--- src/rtl/pfd_loop_pkg.sv ---
// Shared types, default constants and arithmetic helpers for the PFD digital loop filter.
package pfd_loop_pkg;

  typedef enum logic [1:0] {
    IDLE    = 2'd0,
    MEASURE = 2'd1,
    UPDATE  = 2'd2
  } state_t;

  localparam int DEF_CNT_W        = 8;
  localparam int DEF_WINDOW       = 64;
  localparam int DEF_INT_W        = 16;
  localparam int DEF_CTRL_W       = 6;
  localparam int DEF_CTRL_INIT    = 32;
  localparam int DEF_KP_SHIFT     = 2;
  localparam int DEF_KI_SHIFT     = 4;
  localparam int DEF_LOCK_TOL     = 2;
  localparam int DEF_LOCK_WINDOWS = 4;

  // Saturate to the two's-complement range of a width-bit signed value (width <= 31).
  function automatic int sat_signed(input int value, input int width);
    int hi;
    int lo;
    hi = (1 << (width - 1)) - 1;
    lo = -(1 << (width - 1));
    if (value > hi) return hi;
    if (value < lo) return lo;
    return value;
  endfunction

  function automatic int clamp_unsigned(input int value, input int width);
    int hi;
    hi = (1 << width) - 1;
    if (value < 0) return 0;
    if (value > hi) return hi;
    return value;
  endfunction

endpackage

--- src/rtl/pfd_pulse_sync.sv ---
// Two-flop synchronizer bringing an asynchronous PFD pulse into the sampling clock domain.
module pfd_pulse_sync (
  input  logic clk,
  input  logic delay_up_reset,
  input  logic d,
  output logic q
);

  logic meta;

  // NOTE: sequential state uses non-blocking assignments so both flops sample pre-edge values.
  always_ff @(posedge clk or negedge delay_up_reset) begin
    if (!delay_up_reset) begin
      meta <= 1'b0;
      q    <= 1'b0;
    end else begin
      meta <= d;
      q    <= meta;
    end
  end

endmodule

--- src/rtl/pfd_digital_loop_filter.sv ---
// Windowed up/down pulse-width measurement followed by a PI update of the ring-oscillator
// control code, with per-window phase error and lock detection.
module pfd_digital_loop_filter
  import pfd_loop_pkg::*;
#(
  parameter int CNT_W        = DEF_CNT_W,
  parameter int WINDOW       = DEF_WINDOW,
  parameter int INT_W        = DEF_INT_W,
  parameter int CTRL_W       = DEF_CTRL_W,
  parameter int CTRL_INIT    = DEF_CTRL_INIT,
  parameter int KP_SHIFT     = DEF_KP_SHIFT,
  parameter int KI_SHIFT     = DEF_KI_SHIFT,
  parameter int LOCK_TOL     = DEF_LOCK_TOL,
  parameter int LOCK_WINDOWS = DEF_LOCK_WINDOWS
) (
  input  logic                    clk,
  input  logic                    delay_up_reset,
  input  logic                    enable,
  input  logic                    up,
  input  logic                    down,
  output logic [CTRL_W-1:0]       ctrl,
  output logic                    ctrl_valid,
  output logic signed [CNT_W:0]   err_out,
  output logic                    locked,
  output logic                    sat_flag
);

  localparam int ERR_W      = CNT_W + 1;
  localparam int LOCK_CNT_W = $clog2(LOCK_WINDOWS + 1);
  localparam logic [CNT_W-1:0]      WIN_LAST  = CNT_W'(WINDOW - 1);
  localparam logic [LOCK_CNT_W-1:0] LOCK_MAX  = LOCK_CNT_W'(LOCK_WINDOWS);
  localparam logic [LOCK_CNT_W-1:0] LOCK_LAST = LOCK_CNT_W'(LOCK_WINDOWS - 1);

  logic up_s;
  logic down_s;

  pfd_pulse_sync u_sync_up (
    .clk            (clk),
    .delay_up_reset (delay_up_reset),
    .d              (up),
    .q              (up_s)
  );

  pfd_pulse_sync u_sync_down (
    .clk            (clk),
    .delay_up_reset (delay_up_reset),
    .d              (down),
    .q              (down_s)
  );

  state_t state;
  state_t state_nxt;

  logic [CNT_W-1:0]          win_cnt;
  logic [CNT_W-1:0]          up_cnt;
  logic [CNT_W-1:0]          down_cnt;
  logic signed [INT_W-1:0]   integ;
  logic [LOCK_CNT_W-1:0]     lock_cnt;

  int   err_i;
  int   integ_raw;
  int   integ_i;
  int   sum_raw;
  int   sum_i;
  logic sat_c;
  logic in_tol;

  // PI arithmetic is done in 32-bit ints so the saturation/clamp checks see the true values.
  // NOTE: every combinational output is given a default first so no latch is inferred.
  always_comb begin
    err_i     = int'(up_cnt) - int'(down_cnt);
    integ_raw = int'(integ) + err_i;
    integ_i   = sat_signed(integ_raw, INT_W);
    sum_raw   = CTRL_INIT + (integ_i >>> KI_SHIFT) + (err_i >>> KP_SHIFT);
    sum_i     = clamp_unsigned(sum_raw, CTRL_W);
    sat_c     = (integ_i != integ_raw) || (sum_i != sum_raw);
    in_tol    = (err_i <= LOCK_TOL) && (err_i >= -LOCK_TOL);
  end

  always_comb begin
    state_nxt = state;
    case (state)
      IDLE:    if (enable) state_nxt = MEASURE;
      MEASURE: begin
        if (!enable)                  state_nxt = IDLE;
        else if (win_cnt == WIN_LAST) state_nxt = UPDATE;
      end
      UPDATE:  state_nxt = enable ? MEASURE : IDLE;
      default: state_nxt = IDLE;
    endcase
  end

  always_ff @(posedge clk or negedge delay_up_reset) begin
    if (!delay_up_reset) state <= IDLE;
    else                 state <= state_nxt;
  end

  // Counters only run while measuring with enable high; any other cycle discards the window.
  always_ff @(posedge clk or negedge delay_up_reset) begin
    if (!delay_up_reset) begin
      win_cnt  <= '0;
      up_cnt   <= '0;
      down_cnt <= '0;
    end else if (state == MEASURE && enable) begin
      win_cnt  <= win_cnt + 1'b1;
      up_cnt   <= up_cnt + {{(CNT_W-1){1'b0}}, up_s};
      down_cnt <= down_cnt + {{(CNT_W-1){1'b0}}, down_s};
    end else begin
      win_cnt  <= '0;
      up_cnt   <= '0;
      down_cnt <= '0;
    end
  end

  always_ff @(posedge clk or negedge delay_up_reset) begin
    if (!delay_up_reset) begin
      ctrl       <= CTRL_W'(CTRL_INIT);
      ctrl_valid <= 1'b0;
      err_out    <= '0;
      locked     <= 1'b0;
      sat_flag   <= 1'b0;
      integ      <= '0;
      lock_cnt   <= '0;
    end else begin
      ctrl_valid <= 1'b0;
      case (state)
        IDLE: begin
          locked   <= 1'b0;
          lock_cnt <= '0;
        end
        UPDATE: begin
          ctrl       <= CTRL_W'(sum_i);
          err_out    <= ERR_W'(err_i);
          integ      <= INT_W'(integ_i);
          sat_flag   <= sat_c;
          ctrl_valid <= 1'b1;
          // Lock counter saturates at LOCK_WINDOWS; one out-of-tolerance window drops lock.
          if (in_tol) begin
            if (lock_cnt != LOCK_MAX) lock_cnt <= lock_cnt + 1'b1;
            locked <= (lock_cnt >= LOCK_LAST);
          end else begin
            lock_cnt <= '0;
            locked   <= 1'b0;
          end
        end
        default: ;
      endcase
    end
  end

endmodule

--- config.mk ---
export PLATFORM = sky130hd
export DESIGN_NAME = pfd_digital_loop_filter
export DESIGN_NICKNAME = d
export VERILOG_FILES = /design/src/rtl/pfd_loop_pkg.sv /design/src/rtl/pfd_pulse_sync.sv /design/src/rtl/pfd_digital_loop_filter.sv
export SDC_FILE = /design/constraint.sdc
export NUM_CORES = 1
export LEC_CHECK = 0
export ABC_CLOCK_PERIOD_IN_PS = 13700
export CORE_MARGIN = 5
export CORE_UTILIZATION = 65
export DETAILED_ROUTE_END_ITERATION = 10
export PLACE_DENSITY = 0.9
export SETUP_SLACK_MARGIN = 0.2
export SLEW_MARGIN = 20
export SYNTH_ARGS = -nofsm -noshare
export SYNTH_HDL_FRONTEND = slang
export SYNTH_HIERARCHICAL = 1
export SYNTH_SLANG_ARGS = --single-unit
export TNS_END_PERCENT = 1
--- constraint.sdc ---
create_clock -name clk -period 13.7 [get_ports clk]
set_clock_uncertainty 0.1 [all_clocks]
set_input_delay 3.425 -clock clk [delete_from_list [all_inputs] [get_ports clk]]
set_output_delay 3.425 -clock clk [all_outputs]
set_load 0.01 [all_outputs]
# Word-level counts from Yosys, hierarchy flattened
# Index checks and enable logic that the tools add are counted.
[totals] register_bits=67 latchBits=0 mem_bits_rw=0 romBits=0 out_inout_bits=18 word_cells=73 n_memories=0
[classes] add_sub_neg=8 n_mul=0 div_mod_pow=0 magnitude_cmp=7 eq_ne=9 shifts=0 n_mux=27 bitwise_logic=0 n_reduce_logical=7
[op_table] op="32-bit 2-to-1 mux" count=5
[op_table] op="32-bit by 17-bit != test with 1-bit output" count=1
[op_table] op="32-bit by 30-bit != test with 1-bit output" count=1
[op_table] op="29-bit by 7-bit adder with 30-bit output" count=1
[op_table] op="30-bit by 7-bit > comparator with 1-bit output, second input constant" count=1
[op_table] op="30-bit by 1-bit < comparator with 1-bit output, second input constant" count=1
[op_table] op="7-bit by 28-bit adder with 29-bit output, first input constant" count=1
[op_table] op="8-bit 2-to-1 mux" count=3
[op_table] op="16-bit by 9-bit adder with 17-bit output" count=1
[op_table] op="17-bit by 16-bit > comparator with 1-bit output, second input constant" count=1
[op_table] op="17-bit by 16-bit < comparator with 1-bit output, second input constant" count=1
[op_table] op="8-bit by 1-bit adder with 8-bit output" count=2
[op_table] op="15-bit 2-to-1 mux" count=1
[op_table] op="9-bit by 2-bit greater-or-equal comparator with 1-bit output, second input constant" count=1
[op_table] op="9-bit by 3-bit <= comparator with 1-bit output, second input constant" count=1
[op_table] op="1-bit 2-to-1 mux" count=9
[op_table] op="3-bit != test, second input constant" count=3
[op_table] op="8-bit by 8-bit subtractor with 9-bit output" count=1
[op_table] op="8-bit by 1-bit adder with 8-bit output, second input constant" count=1
[op_table] op="8-bit by 6-bit == test with 1-bit output, second input constant" count=1
[op_table] op="2-bit 2-to-1 mux" count=3
[op_table] op="3-bit 2-to-1 mux" count=2
[op_table] op="6-bit 2-to-1 mux" count=1
[op_table] op="2-bit case mux with 3 select lines" count=1
[op_table] op="other kinds (12)" count=14

# Depth between registers and ports, before layout
# Gate-level depths: netlist (run 1).
[depth] depth_word=16 depth_mapped=35 ltp_nobuf=33

# By module
# Netlist (run 1), hierarchy kept.
[modules_own_cells] module="pfd_digital_loop_filter" n_inst=1 cells_each=553 area_per_inst_um2=4810.9 seq_area_each_um2=1577.8
[modules_own_cells] module="pfd_pulse_sync" n_inst=2 cells_each=2 area_per_inst_um2=50.0 seq_area_each_um2=50.0

# Worst setup path after synthesis (run 1)
# OpenSTA, ideal clock, no wires.
[synth_timing] path_type="register to register" from="register up_cnt[0]" to="register sat_flag" setup_time_ns=0.132 t_arrival_ns=7.128 required_ns=13.468 setup_slack_ns=6.340 stages_incl_launch_ff=35 n_path_buf=2 path_cell_list="dfrtp_1 > inv_1 > ha_1 > inv_1 > fa_1 > a21oi_1 > o211ai_1 > o22ai_1 > ha_1 > buf_6 > a21o_1 > or4b_4 > o221ai_2 > a21o_2 > mux2i_4 > buf_4 > nor2_1 > nor2_1 > ha_1 > inv_1 > fa_1 > nor2b_1 > o2111a_1 > nor3_1 > or3b_2 > a21oi_1 > o21ai_0 > a21oi_1 > ha_1 > a21oi_1 > nand4_1 > nor3_1 > nand3_1 > and4b_1 > a31oi_1"
[synth_rtl] element="start: declaration" line_no="pfd_digital_loop_filter.sv:55" text="logic [CNT_W-1:0] up_cnt;"
[synth_rtl] element="start signal: assignment" line_no="pfd_digital_loop_filter.sv:106" text="up_cnt <= up_cnt + {{(CNT_W-1){1'b0}}, up_s};"
[synth_rtl] element="end signal: assignment" line_no="pfd_digital_loop_filter.sv:135" text="sat_flag <= sat_c;"
[synth_rtl] element="end: declaration" line_no="pfd_digital_loop_filter.sv:25" text="output logic sat_flag"

==> parameters.txt, run 1 <==
Parameter                              Value

Clock tree
  Number of cells upsized or downsized after cts ... 0
  Clock sinks ... 67
  CTS Hold Buffers Added ... 0
  Total CTS buffers ... 9
  Clock Latency Late Sink ... 360 ps
  CTS tree ... done
  H-tree depth ... 3
  Number of setup buffers added after CTS ... 0
  Clk buf depth ... 2
  Root buffer cell ... sky130_fd_sc_hd__clkbuf_8
  CTS clock-pin slew for the worst setup and hold paths ... around 80 ps

Logic synthesis
  Yosys Warn Count ... 6
  Number of distinct library cells after synthesis ... 64
  Sequential element share of the synthesized area ... 34.17%
  Cell type with the highest aggregate area in the netlist ... sky130_fd_sc_hd__dfrtp_1
  Post-synth design cell area ... 0.004911 mm2
  Gate count after technology mapping ... between 500 and 600
  Top FF cell, synth ... sky130_fd_sc_hd__dfrtp_1
  Synth top area share ... 33.63%
  Fraction of registers with async set/reset ... 100.0%
  Synth Net Count ... 625
  Flop and latch count out of synthesis ... 67
  Top post-synthesis cells by area ... sky130_fd_sc_hd__dfrtp_1 (34%), sky130_fd_sc_hd__ha_1 (15%), sky130_fd_sc_hd__nor2_1 (4.9%)
  Mean Syn Cell Area ... approximately 8.8 um2
  Post-synth EDFFs ... 0

Pwr
  Fraction of power consumed by combinational cells ... 15.5%
  Internal power component ... 0.3103 mW
  Largest vdd supply drop ... between 0.1 and 0.15 mV
  Ratio of total power to cell area ... 81.47 mW/mm2
  Fraction of power spent switching nets ... a little under 30%
  Sequential share of power ... 45.8%
  Switching power total ... about 0.13 mW
  Pleak ... 2.567 nW
  Clock network power share ... 38.7%

STA
  Hold violation count in the final report ... 0
  Slew at the pin closest to its max-slew limit ... roughly 890 ps
  Post-Route Setup TNS ... 0 ps
  Max Freq ... 126.7 MHz
  Count of endpoints failing setup in the final report ... 0
  Clock period minus final worst setup slack ... between 7000 and 8000 ps
  Worst relative slew slack ... approximately two fifths
  Unrepaired setup endpoints after global routing ... no
  Final worst path period share ... 57.60%
  Total count of max-transition violations in the final report ... 0

Die
  DIE HEIGHT ... 96.92 um
  Num rows ... 31
  Core area ... 0.007292 mm2
  Starting density of the core ... 67.35%
  # IOs ... 23
  Die X-Extent ... 96.92 um
  Total die area ... 0.009393 mm2

Layout
  Inserted Diodes ... 0
  Share of layout cells above drive strength 1 ... under 10%
  Nets ... 646
  Synthesis-to-finish area growth ... 9.987%
  Cell Count, Final, Fillers Out ... 682
  Register cell area after layout ... 0.001678 mm2
  Final-layout fill cell count ... 544
  Area taken by multi-input logic gates ... 0.003020 mm2
  Finished layout cell area ... between 0.005 and 0.006 mm2

Place
  Number of cells after detailed placement ... 666
  Cell Area, Placed ... 0.005202 mm2
  Detailed placement HPWL ... 8.395 mm
  Placer's final routability congestion estimate ... 0.9053
  Total of buffers placed on input and output ports ... 22

Drt
  Via density ... 6.238
  Overall routed net length ... 11.83 mm
  DRC marker count from the first detailed-route iteration ... between 300 and 400
  Routed len/inst ... 17.34 um
  Via total after detailed routing ... approximately 4300
  Router iterations before antenna repair ... 5
  Drc violations ... 0
  Final ANT Viol Nets ... 0

Setup path
  Slowest stage cell, crit path ... sky130_fd_sc_hd__o31ai_1
  Dominant cell type by count on the critical path ... sky130_fd_sc_hd__ha_1
  R2r startpoint ... down_cnt[1]$_DFF_PN0_
  Crit path launch type ... register
  Startpoint of the most critical setup path ... down_cnt[1]$_DFF_PN0_
  Critical Path End Type ... register
  Kind of critical path ... reg2reg
  Data arrival at the endpoint of the critical path ... 8010 ps
  Largest stage delay on the critical path ... 760 ps
  Crit path required time ... around 14000 ps
  Crit Path Max Fanout ... 7

Global routing
  Met2 usage ... approximately two fifths
  Number of global-route vias before repair ... between 4000 and 5000
  Met1 Resource Use GR ... 35.94%
  Pin count of the biggest net entering global routing ... 68
  Wire length of the first global-routing pass ... a little over 20 mm
  Grt peak-use layer ... met2
  Met3 GRT Util ... 5.683%
  Grt ovf ... 0
  Number of antenna violations at the first check in global routing ... 0
  GRT Resource Usage Total ... approximately a quarter

Run
  Number of maximum-capacitance constraint violations ... 0

Worst hold path
  Hold path start ... u_sync_down/meta$_DFF_PN0_
  Worst hold path type ... reg2reg

Outcome
  Outcome ... finished clean
==> cells in the mapped netlist, types with 3 or more instances <==
cell type / instances
sky130_fd_sc_hd__a22oi_1: 5
sky130_fd_sc_hd__and2_1: 7
sky130_fd_sc_hd__nor2_1: 64
sky130_fd_sc_hd__nand2_1: 42
sky130_fd_sc_hd__o31ai_1: 6
sky130_fd_sc_hd__a31oi_1: 3
sky130_fd_sc_hd__a21o_1: 6
sky130_fd_sc_hd__ha_1: 60
sky130_fd_sc_hd__nor2b_1: 7
sky130_fd_sc_hd__inv_1: 38
sky130_fd_sc_hd__a211oi_1: 10
sky130_fd_sc_hd__dfrtp_1: 66
sky130_fd_sc_hd__xnor2_1: 22
sky130_fd_sc_hd__o22ai_1: 4
sky130_fd_sc_hd__o2111ai_1: 4
sky130_fd_sc_hd__fa_1: 3
sky130_fd_sc_hd__o21ai_1: 9
sky130_fd_sc_hd__nand4_1: 6
sky130_fd_sc_hd__a21oi_1: 28
sky130_fd_sc_hd__clkbuf_1: 9
sky130_fd_sc_hd__nand3_1: 26
sky130_fd_sc_hd__xor2_1: 20
sky130_fd_sc_hd__o211ai_1: 5
sky130_fd_sc_hd__nor3_1: 10
sky130_fd_sc_hd__or3_1: 3
sky130_fd_sc_hd__nor4_1: 3
sky130_fd_sc_hd__o21ai_0: 36
sky130_fd_sc_hd__o21a_1: 3
sky130_fd_sc_hd__or2_2: 5
sky130_fd_sc_hd__and3_1: 8
==> flip-flops by register name (all words and copies together) (netlist names) <==
name	count
win_cnt	8
down_cnt	8
locked	1
ctrl	6
integ	16
err_out	9
sat_flag	1
u_sync_up/meta	1
state	2
u_sync_up/q	1
u_sync_down/q	1
ctrl_valid	1
u_sync_down/meta	1
lock_cnt	3
up_cnt	8
==> cell usage in the layout, fill, tap and decap left out, types with 4 or more instances in the layout <==
| cell type | netlist | routed |
|---|---|---|
| sky130_fd_sc_hd__a211oi_1 | 10 | 10 |
| sky130_fd_sc_hd__a21o_1 | 6 | 6 |
| sky130_fd_sc_hd__a21oi_1 | 28 | 28 |
| sky130_fd_sc_hd__a22oi_1 | 5 | 5 |
| sky130_fd_sc_hd__and2_1 | 7 | 7 |
| sky130_fd_sc_hd__and3_1 | 8 | 8 |
| sky130_fd_sc_hd__clkbuf_8 | 0 | 9 |
| sky130_fd_sc_hd__clkdlybuf4s50_1 | 0 | 21 |
| sky130_fd_sc_hd__dfrtp_1 | 66 | 66 |
| sky130_fd_sc_hd__ha_1 | 60 | 60 |
| sky130_fd_sc_hd__inv_1 | 38 | 38 |
| sky130_fd_sc_hd__nand2_1 | 42 | 42 |
| sky130_fd_sc_hd__nand3_1 | 26 | 26 |
| sky130_fd_sc_hd__nand4_1 | 6 | 6 |
| sky130_fd_sc_hd__nor2_1 | 64 | 64 |
| sky130_fd_sc_hd__nor2b_1 | 7 | 7 |
| sky130_fd_sc_hd__nor3_1 | 10 | 10 |
| sky130_fd_sc_hd__o2111ai_1 | 4 | 4 |
| sky130_fd_sc_hd__o211ai_1 | 5 | 5 |
| sky130_fd_sc_hd__o21ai_0 | 36 | 36 |
| sky130_fd_sc_hd__o21ai_1 | 9 | 9 |
| sky130_fd_sc_hd__o22ai_1 | 4 | 4 |
| sky130_fd_sc_hd__o31ai_1 | 6 | 6 |
| sky130_fd_sc_hd__or2_2 | 5 | 5 |
| sky130_fd_sc_hd__xnor2_1 | 22 | 22 |
| sky130_fd_sc_hd__xor2_1 | 20 | 20 |
==> power groups by stage <==
stage | sequential (mW) | combinational [mW] | clock [mW]
after floorplan | 0.205 | 0.0475 | 0
after global placement | 0.205 | 0.0621 | 0
after detailed placement | 0.205 | 0.0650 | 0
after CTS | 0.201 | 0.0668 | 0.172
after global routing | 0.202 | 0.0761 | 0.181
final | 0.202 | 0.0684 | 0.170
==> metal layers <==
layer  vias to the layer above  routed length (um)
li1                       2015                   -
met1                      2023                5223
met2                       187                5549
met3                        29                 793
met4                         0                 258
met5                         -                   0
==> final cells by class <==
type,instances,share of cell area [%]
clock inverters,7,1.390
repair buffers,25,4.401
flip-flops and latches,67,31.06
multi-input cells,437,55.92
inverters,38,2.641
well taps,99,2.293
clock buffers,9,2.293
==> final timing paths <==
check,endpoint,depth (start not counted),slack (ps)
setup / recovery,ctrl[2]$_DFFE_PN0P_,32,5810
hold / removal,u_sync_down/q$_DFF_PN0_,0,260
setup reg to reg,ctrl[2]$_DFFE_PN0P_,32,5810
hold reg to reg,u_sync_down/q$_DFF_PN0_,0,260
max in group asynchronous,integ[15]$_DFFE_PN0P_,2,9770
min in group asynchronous,integ[0]$_DFFE_PN0P_,2,3130
==> logic make-up (layout without fill, tap and decap cells) <==
kind of cell	Yosys count	after routing	synth area share, %
multiplexers	5	5	1.427
buffers and inverters	53	79	4.331
XOR/XNOR	42	42	7.490
adder cells (fa/ha/maj)	63	63	16.51
AND/OR/NAND/NOR	192	192	18.57
AO/OA/AOI/OAI	135	135	17.50
flip-flops	67	67	34.17
==> per-stage QoR <==
step / hold WS, ps / total power, mW / setup WS (ps) / utilization, %
final: 256.2 / 0.4400 / 5809 / 74.07
after global routing: 284.6 / 0.4591 / 5239 / 74.07
after CTS: 255.0 / 0.4402 / 5953 / 74.07
after detailed placement: 238.7 / 0.2703 / 6154 / 71.35
after global placement: 232.9 / 0.2673 / 6445 / 71.35
after floorplan: 231.2 / 0.2521 / 6340 / -
==> worst max-delay path: cells and delay by family (launching register included) <==
family	cells	cell delay, ps
AOI/OAI and AO/OA	11	2530
adders and majority gates	5	1520
buffers and inverters	3	290
DFF	1	420
and+or+nand+nor	13	2890
No activity file was read; power rests on OpenSTA's default activity.
==> run 2: changes to the inputs <==
- ABC_CLOCK_PERIOD_IN_PS: 13700 -> 8000
- CORE_UTILIZATION: 65 -> 61
- PLACE_DENSITY: 0.9 -> 0.85
- clock period: 13.7 -> 8 ns (I/O delays scaled with it)
==> run 2 against run 1 <==
Against the previous run: global-route usage shrank 1.8 points; combinational power grew 77%; power grew 75%; routed wire length grew 1.9%; critical path depth is the same; non-clock buffer count grew 15; count of clock-buffer cells in the layout is the same; largest power group unchanged; largest cell class unchanged; setup slack lost 5200 ps; critical endpoint is now sat_flag$_DFFE_PN0P_; hold slack lost 4.6 ps.
==> parameters.txt, run 2 (synthesis gave the netlist of run 1 again) <==
Parameter                              Value

Die
  Total die area ... 0.009945 mm2 (+5.9%)
  Starting density of the core ... 63.22% (-4.1 points)
  DIE HEIGHT ... 99.73 um (+2.9%)
  Core area ... 0.007767 mm2 (+6.5%)
  # IOs ... 23 (unchanged)
  Die X-Extent ... 99.73 um (+2.9%)
  Num rows ... 32 (+3.2%)

Place
  Post-placement setup slack ... 409.5 ps (-5745 ps)
  Number of cells after detailed placement ... 669 (+0.45%)
  Total of buffers placed on input and output ports ... 22 (unchanged)
  Cell Area, Placed ... 0.005206 mm2 (about the same)
  Detailed placement HPWL ... 8.326 mm (-0.82%)
  Placer's final routability congestion estimate ... 0.8959 (-1.0%)

Layout
  Final-layout fill cell count ... 581 (+6.8%)
  Registers with the highest flip-flop counts ... integ: 16 flops, err_out: 9 flops
  Commonest non-fill, non-tap cell in the layout ... sky130_fd_sc_hd__dfrtp_1
  Area taken by multi-input logic gates ... 0.003092 mm2 (+2.4%)
  Max FFs per register ... 16 (unchanged)
  Commonest cells after routing, fill and taps aside ... sky130_fd_sc_hd__dfrtp_1 (66), sky130_fd_sc_hd__nor2_1 (64), sky130_fd_sc_hd__ha_1 (58)
  Synthesis-to-finish area growth ... 14.04%
  Final core occ ... 72.10% (-2.0 points)
  Share of layout cells above drive strength 1 ... 11.04% (+4.3 points)
  Register cell area after layout ... 0.001678 mm2 (unchanged)
  Finished layout cell area ... 0.005600 mm2 (+3.7%)
  Inserted Diodes ... 0 (unchanged)
  Nets ... 661 (+2.3%)
  Cell Count, Final, Fillers Out ... 700 (+2.6%)
  Largest register by flop count ... integ

Setup path
  Crit path launch type ... register
  Data arrival at the endpoint of the critical path ... 7500 ps (-510 ps)
  Bufs and invs on worst path ... 3 (unchanged)
  Crit path required time ... 8130 ps (-5690 ps)
  Dominant cell type by count on the critical path ... sky130_fd_sc_hd__ha_1
  Crit Path Max Fanout ... 7 (unchanged)
  Kind of critical path ... reg2reg
  Slowest stage cell, crit path ... sky130_fd_sc_hd__or3b_2
  Reg2Reg Setup Slack ... 630 ps (-5180 ps)
  Critical Path End Type ... register
  FF-to-FF path depth ... 32 (unchanged)
  Largest stage delay on the critical path ... 470 ps (-290 ps)
  Cell depth of the worst setup path ... 32 (unchanged)
  CP delay by family, top ... compound AO/OA/AOI/OAI gates

Pwr
  Largest vdd supply drop ... 0.1073 mV (+1.3%)
  Ratio of total power to cell area ... 137.3 mW/mm2 (+69%)
  Pleak ... 2.666 nW (+3.8%)
  Total Power ... 0.7688 mW (+75%)

Outcome
  Outcome ... finished clean

Drt
  Router iterations before antenna repair ... 5 (unchanged)
  Final ANT Viol Nets ... 0 (unchanged)
  Sum of routed wire segments on met1 ... 5.185 mm (-0.73%)
  Via total after detailed routing ... 4354 (+2.4%)
  Overall routed net length ... 12.05 mm (+1.9%)
  DRC marker count from the first detailed-route iteration ... 304 (-20%)
  Met2 wire len ... 5.651 mm (+1.8%)
  Via density ... 6.220 (-0.28%)
  DR top layer ... met4
  Met3 routed wirelength ... 921 um (+16%)
  Drc violations ... 0 (unchanged)
  Routed len/inst ... 17.22 um (-0.70%)

Clock tree
  Clk buf depth ... 2 (unchanged)
  Total CTS buffers ... 9 (unchanged)
  H-tree depth ... 3 (unchanged)
  CTS tree ... done
  Root buffer cell ... sky130_fd_sc_hd__clkbuf_8
  Clock sinks ... 67 (unchanged)
  Clock Latency Late Sink ... 360 ps (about the same)
  CTS clock-pin slew for the worst setup and hold paths ... 80 ps (about the same)

STA
  Hold violation count in the final report ... 0 (unchanged)
  Clock period minus final worst setup slack ... 7366 ps (-524.6 ps)
  Final worst path period share ... 92.07% (+34 points)
  Worst-case hold slack ... 251.7 ps (-4.558 ps)
  Unrepaired setup endpoints after global routing ... no
  Max Freq ... 135.8 MHz (+7.1%)
  Smallest setup slack after layout ... 634.1 ps (-5175 ps)
  Total count of max-transition violations in the final report ... 0 (unchanged)
  Post-Route Setup TNS ... 0 ps (unchanged)
  Worst relative slew slack ... 42.58% (+2.1 points)
  Count of endpoints failing setup in the final report ... 0 (unchanged)
  Slew at the pin closest to its max-slew limit ... 861.4 ps (-24.49 ps)

Worst hold path
  Worst hold path type ... reg2reg
  Hold-critical path depth ... 0 (unchanged)

Global routing
  Number of global-route vias before repair ... 4094 (-2.9%)
  Wire length of the first global-routing pass ... 19.59 mm (-3.9%)
  GRT Resource Usage Total ... 24.36% (-1.8 points)
  Number of antenna violations at the first check in global routing ... 0 (unchanged)
  Grt ovf ... 0 (unchanged)
  Pin count of the biggest net entering global routing ... 68 (unchanged)

Run
  Number of maximum-capacitance constraint violations ... 0 (unchanged)
## run 2: metal layers
| metal | vias to the layer above | global-route usage [%] |
|---|---|---|
| met5 | - | 0 |
| met4 | 0 | 8.929 |
| met3 | 30 | 4.488 |
| met2 | 190 | 38.69 |
| met1 | 2083 | 33.21 |
| li1 | 2051 | - |
## run 2: repair_timing
action / CTS / global route
setup endpoints to repair: 0 / 7
resized for setup: 0 / 16
endpoints found under the hold margin: 0 / 0
hold buffers: 0 / 0
setup buffers: 0 / 15
## run 2: report_power, final
group          switching, mW  leakage, nW  internal, mW
registers            0.00363        0.917         0.342
clock network          0.154       0.0984         0.149
logic                 0.0741         1.65        0.0468
## run 2: final cells by class
| type | count | share of cell area [%] |
|---|---|---|
| clock buffers | 9 | 2.212 |
| clock inverters | 7 | 1.475 |
| inverters | 38 | 2.547 |
| multi-input cells | 437 | 55.21 |
| flip-flops and latches | 67 | 29.96 |
| well taps | 102 | 2.279 |
| repair buffers | 40 | 6.323 |
## run 2: final timing paths
path	startpoint	endpoint
setup reg to reg	up_cnt[0]$_DFF_PN0_	sat_flag$_DFFE_PN0P_
hold / removal	u_sync_down/meta$_DFF_PN0_	u_sync_down/q$_DFF_PN0_
max in group asynchronous	delay_up_reset	u_sync_up/meta$_DFF_PN0_
min in group asynchronous	delay_up_reset	integ[12]$_DFFE_PN0P_
hold reg to reg	u_sync_down/meta$_DFF_PN0_	u_sync_down/q$_DFF_PN0_
setup / recovery	up_cnt[0]$_DFF_PN0_	sat_flag$_DFFE_PN0P_
## run 2: worst reg2reg max path: cells and delay by family, from the launching register on
family                     cells  cell delay [ps]
xor gates and xnor gates       1              240
and+or+nand+nor                8             1710
adders and majority gates      7             2090
DFF                            1              390
buffers and inverters          3              210
AOI/OAI and AO/OA             13             2490
==> run 3: changes to the inputs <==
- ABC_AREA: default -> 1
- CAP_MARGIN: default -> 25
- CORE_UTILIZATION: 61 -> 62
- MAX_ROUTING_LAYER: default -> met4
- PLACE_DENSITY: 0.85 -> 0.86
==> run 3 against run 2 <==
Against the previous run: combinational power increased by 22%; power increased by 0.99%; hold slack about the same; via count increased by 8.0%; setup slack improved by 800 ps; synthesized cell count increased by 31%; area after synthesis increased by 7.3%.
==> parameters.txt, run 3 <==
Parameter                              Value

Outcome
  Outcome ... finished clean

Pwr
  Largest vdd supply drop ... 0.1187 mV (+11%)
  Switching power total ... 0.2407 mW (+3.8%)
  Clock network power share ... 36.8% (-2.6 points)
  Sequential share of power ... 44.1% (-0.8 points)
  Ratio of total power to cell area ... 134.4 mW/mm2 (-2.1%)
  Fraction of power consumed by combinational cells ... 19.1% (+3.4 points)
  Internal power component ... 0.5358 mW (-0.21%)
  Fraction of power spent switching nets ... 30.99% (+0.83 points)
  Pleak ... 3.201 nW (+20%)

Place
  Number of cells after detailed placement ... 847 (+27%)
  Detailed placement HPWL ... 9.001 mm (+8.1%)
  Cell Area, Placed ... 0.005583 mm2 (+7.2%)
  Total of buffers placed on input and output ports ... 22 (unchanged)
  Placer's final routability congestion estimate ... 0.8865 (-1.0%)

Run
  Number of maximum-capacitance constraint violations ... 0 (unchanged)

Clock tree
  Root buffer cell ... sky130_fd_sc_hd__clkbuf_8
  CTS tree ... done
  Total CTS buffers ... 9 (unchanged)
  Clk buf depth ... 2 (unchanged)
  Number of cells upsized or downsized after cts ... 0 (unchanged)
  Number of setup buffers added after CTS ... 0 (unchanged)
  CTS clock-pin slew for the worst setup and hold paths ... 80 ps (about the same)
  Clock sinks ... 67 (unchanged)
  Clock Latency Late Sink ... 350 ps (about the same)
  CTS Hold Buffers Added ... 0 (unchanged)
  H-tree depth ... 3 (unchanged)

Worst hold path
  Hold-critical path depth ... 0 (unchanged)
  Worst hold path endpoint ... u_sync_up/q$_DFF_PN0_
  Worst hold path type ... reg2reg
  Hold path start ... u_sync_up/meta$_DFF_PN0_

Drt
  Via density ... 5.451 (-12%)
  Via total after detailed routing ... 4704 (+8.0%)
  Final ANT Viol Nets ... 0 (unchanged)
  Drc violations ... 0 (unchanged)
  DRC marker count from the first detailed-route iteration ... 299 (-1.6%)
  Overall routed net length ... 11.67 mm (-3.2%)
  Router iterations before antenna repair ... 5 (unchanged)
  Routed len/inst ... 13.52 um (-21%)

Setup path
  Data arrival at the endpoint of the critical path ... 6710 ps (-790 ps)
  Crit path launch type ... register
  End of the worst register-to-register path ... sat_flag$_DFFE_PN0P_
  FF-to-FF path depth ... 39 (+22%)
  Kind of critical path ... reg2reg
  Reg2Reg Setup Slack ... 1430 ps (+800 ps)
  Critical Path End Type ... register
  Slowest stage cell, crit path ... sky130_fd_sc_hd__inv_1
  Dominant cell type by count on the critical path ... sky130_fd_sc_hd__nand2_1
  Cell depth of the worst setup path ... 39 (+22%)
  Bufs and invs on worst path ... 7 (+4)
  Largest stage delay on the critical path ... 490 ps (+20 ps)
  Crit Path Max Fanout ... 16 (+9)
  Crit path required time ... 8140 ps (about the same)
  R2r startpoint ... up_cnt[0]$_DFF_PN0_
  CP delay by family, top ... simple AND/OR/NAND/NOR gates

Logic synthesis
  Sequential element share of the synthesized area ... 31.83% (-2.3 points)
  Top post-synthesis cells by area ... sky130_fd_sc_hd__dfrtp_1 (31%), sky130_fd_sc_hd__nand2_1 (15%), sky130_fd_sc_hd__ha_1 (14%)
  Yosys Warn Count ... 6 (unchanged)
  Gate count after technology mapping ... 727 (+31%)
  Flop and latch count out of synthesis ... 67 (unchanged)
  Post-synth design cell area ... 0.005271 mm2 (+7.3%)
  Post-synth EDFFs ... 0 (unchanged)
  Mean Syn Cell Area ... 7.251 um2 (-18%)
  Synth top cells by count ... sky130_fd_sc_hd__nand2_1 (217), sky130_fd_sc_hd__inv_1 (103), sky130_fd_sc_hd__dfrtp_1 (66)
  Fraction of registers with async set/reset ... 100.0% (unchanged)
  Number of distinct library cells after synthesis ... 37 (-42%)
  Synth top area share ... 31.33% (-2.3 points)
  Top FF cell, synth ... sky130_fd_sc_hd__dfrtp_1
  Synth Net Count ... 795 (+27%)
  Cell type with the highest aggregate area in the netlist ... sky130_fd_sc_hd__dfrtp_1
  Most common cell in the netlist ... sky130_fd_sc_hd__nand2_1

STA
  Count of endpoints failing setup in the final report ... 0 (unchanged)
  Slew at the pin closest to its max-slew limit ... 1026 ps (+164.6 ps)
  Final worst path period share ... 82.13% (-9.9 points)
  Post-Route Setup TNS ... 0 ps (unchanged)
  Hold violation count in the final report ... 0 (unchanged)
  Clock period minus final worst setup slack ... 6571 ps (-795.3 ps)
  Worst-case hold slack ... 251.3 ps (-0.3440 ps)
  Worst relative slew slack ... 31.35% (-11 points)
  Total count of max-transition violations in the final report ... 0 (unchanged)
  Unrepaired setup endpoints after global routing ... no
  Max Freq ... 152.2 MHz (+12%)

Global routing
  Met3 GRT Util ... 4.027% (-0.46 points)
  Number of antenna violations at the first check in global routing ... 0 (unchanged)
  Pin count of the biggest net entering global routing ... 68 (unchanged)
  GRT Resource Usage Total ... 26.01% (+1.7 points)
  Grt ovf ... 0 (unchanged)
  Wire length of the first global-routing pass ... 21.37 mm (+9.1%)
  Grt peak-use layer ... met2
  Number of global-route vias before repair ... 4916 (+20%)
  Met2 usage ... 44.68% (+6.0 points)
  Met1 Resource Use GR ... 31.43% (-1.8 points)

Layout
  Synthesis-to-finish area growth ... 9.566%
  Register cell area after layout ... 0.001678 mm2 (unchanged)
  Final core occ ... 69.94% (-2.2 points)
  Nets ... 821 (+24%)
  Largest register by flop count ... integ
  Cell Count, Final, Fillers Out ... 863 (+23%)
  Commonest non-fill, non-tap cell in the layout ... sky130_fd_sc_hd__nand2_1
  Finished layout cell area ... 0.005776 mm2 (+3.1%)
  Final-layout fill cell count ... 682 (+17%)
  Area taken by multi-input logic gates ... 0.003132 mm2 (+1.3%)
  Commonest cells after routing, fill and taps aside ... sky130_fd_sc_hd__nand2_1 (217), sky130_fd_sc_hd__inv_1 (103), sky130_fd_sc_hd__dfrtp_1 (66)
  Max FFs per register ... 16 (unchanged)
  Registers with the highest flip-flop counts ... integ: 16 flops, err_out: 9 flops
  Share of layout cells above drive strength 1 ... 8.443% (-2.6 points)
  Inserted Diodes ... 0 (unchanged)

Die
  Die X-Extent ... 102.2 um (+2.5%)
  Num rows ... 33 (+3.1%)
  Starting density of the core ... 63.83% (+0.61 points)
  # IOs ... 23 (unchanged)
  DIE HEIGHT ... 102.2 um (+2.5%)
  Total die area ... 0.01045 mm2 (+5.0%)
  Core area ... 0.008258 mm2 (+6.3%)
==> run 3: cell count changes after synthesis, moves of 8 or more <==
cell                       before  now
sky130_fd_sc_hd__xor2_1        20    8
sky130_fd_sc_hd__a211oi_1      10    0
sky130_fd_sc_hd__nand2_2        1   17
sky130_fd_sc_hd__inv_1         38  103
sky130_fd_sc_hd__nand2_1       42  217
sky130_fd_sc_hd__and3_1         8    0
sky130_fd_sc_hd__o21ai_0       36   16
sky130_fd_sc_hd__xnor2_1       22   10
sky130_fd_sc_hd__nor3b_1        1   10
sky130_fd_sc_hd__nand3_1       26   43
==> run 3: cells by family after synthesis <==
group | after synthesis | share of synthesized area [%]
xor+xnor | 19 | 3.299
fa+ha+maj | 63 | 15.38
compound gates | 63 | 6.836
buf+inv | 118 | 8.759
simple gates | 397 | 33.90
flops | 67 | 31.83
==> run 3: stage by stage <==
step	power, mW	setup WS [ps]
floorplan	0.4599	2450
global placement	0.4932	1772
detailed placement	0.4962	1558
CTS	0.7822	1490
global route	0.8221	721.5
finish	0.7765	1429
==> run 3: how the worst max path moves through the flow <==
stage,to,from,slack (ps)
floorplan,sat_flag$_DFFE_PN0P_,up_cnt[0]$_DFF_PN0_,2450
global placement,sat_flag$_DFFE_PN0P_,up_cnt[0]$_DFF_PN0_,1770
detailed placement,sat_flag$_DFFE_PN0P_,up_cnt[0]$_DFF_PN0_,1560
CTS,sat_flag$_DFFE_PN0P_,up_cnt[0]$_DFF_PN0_,1490
global route,sat_flag$_DFFE_PN0P_,up_cnt[0]$_DFF_PN0_,720
finish,sat_flag$_DFFE_PN0P_,up_cnt[0]$_DFF_PN0_,1430
==> run 3: power by group through the flow <==
stage	registers (mW)	logic (mW)	clock network [mW]
after global routing	0.343	0.171	0.308
after global placement	0.349	0.144	0
after detailed placement	0.349	0.147	0
final	0.342	0.148	0.286
after floorplan	0.349	0.111	0
after CTS	0.342	0.148	0.292
==> run 3: worst reg2reg max path, delay by kind of cell, from the launching register on <==
family,cells,cell delay (ps)
compound gates,2,420
fa+ha+maj,7,2130
buf+inv,7,980
flops,1,390
simple gates,23,2420
==> run 3: final cells by class <==
cell class | instances | area share (%)
Clock buffer | 10 | 2.210
Clock inverter | 6 | 1.127
Inverter | 109 | 7.127
Multi-Input combinational cell | 542 | 54.22
Sequential cell | 67 | 29.05
Tap cell | 105 | 2.275
Timing Repair Buffer | 24 | 3.986
==> run 3: metal layers <==
metal  part of all wire (%)  vias to the layer above
li1                       -                     2371
met1                     44                     2198
met2                     51                      103
met3                    3.4                       32
met4                    2.1                        0
met5                      0                        -
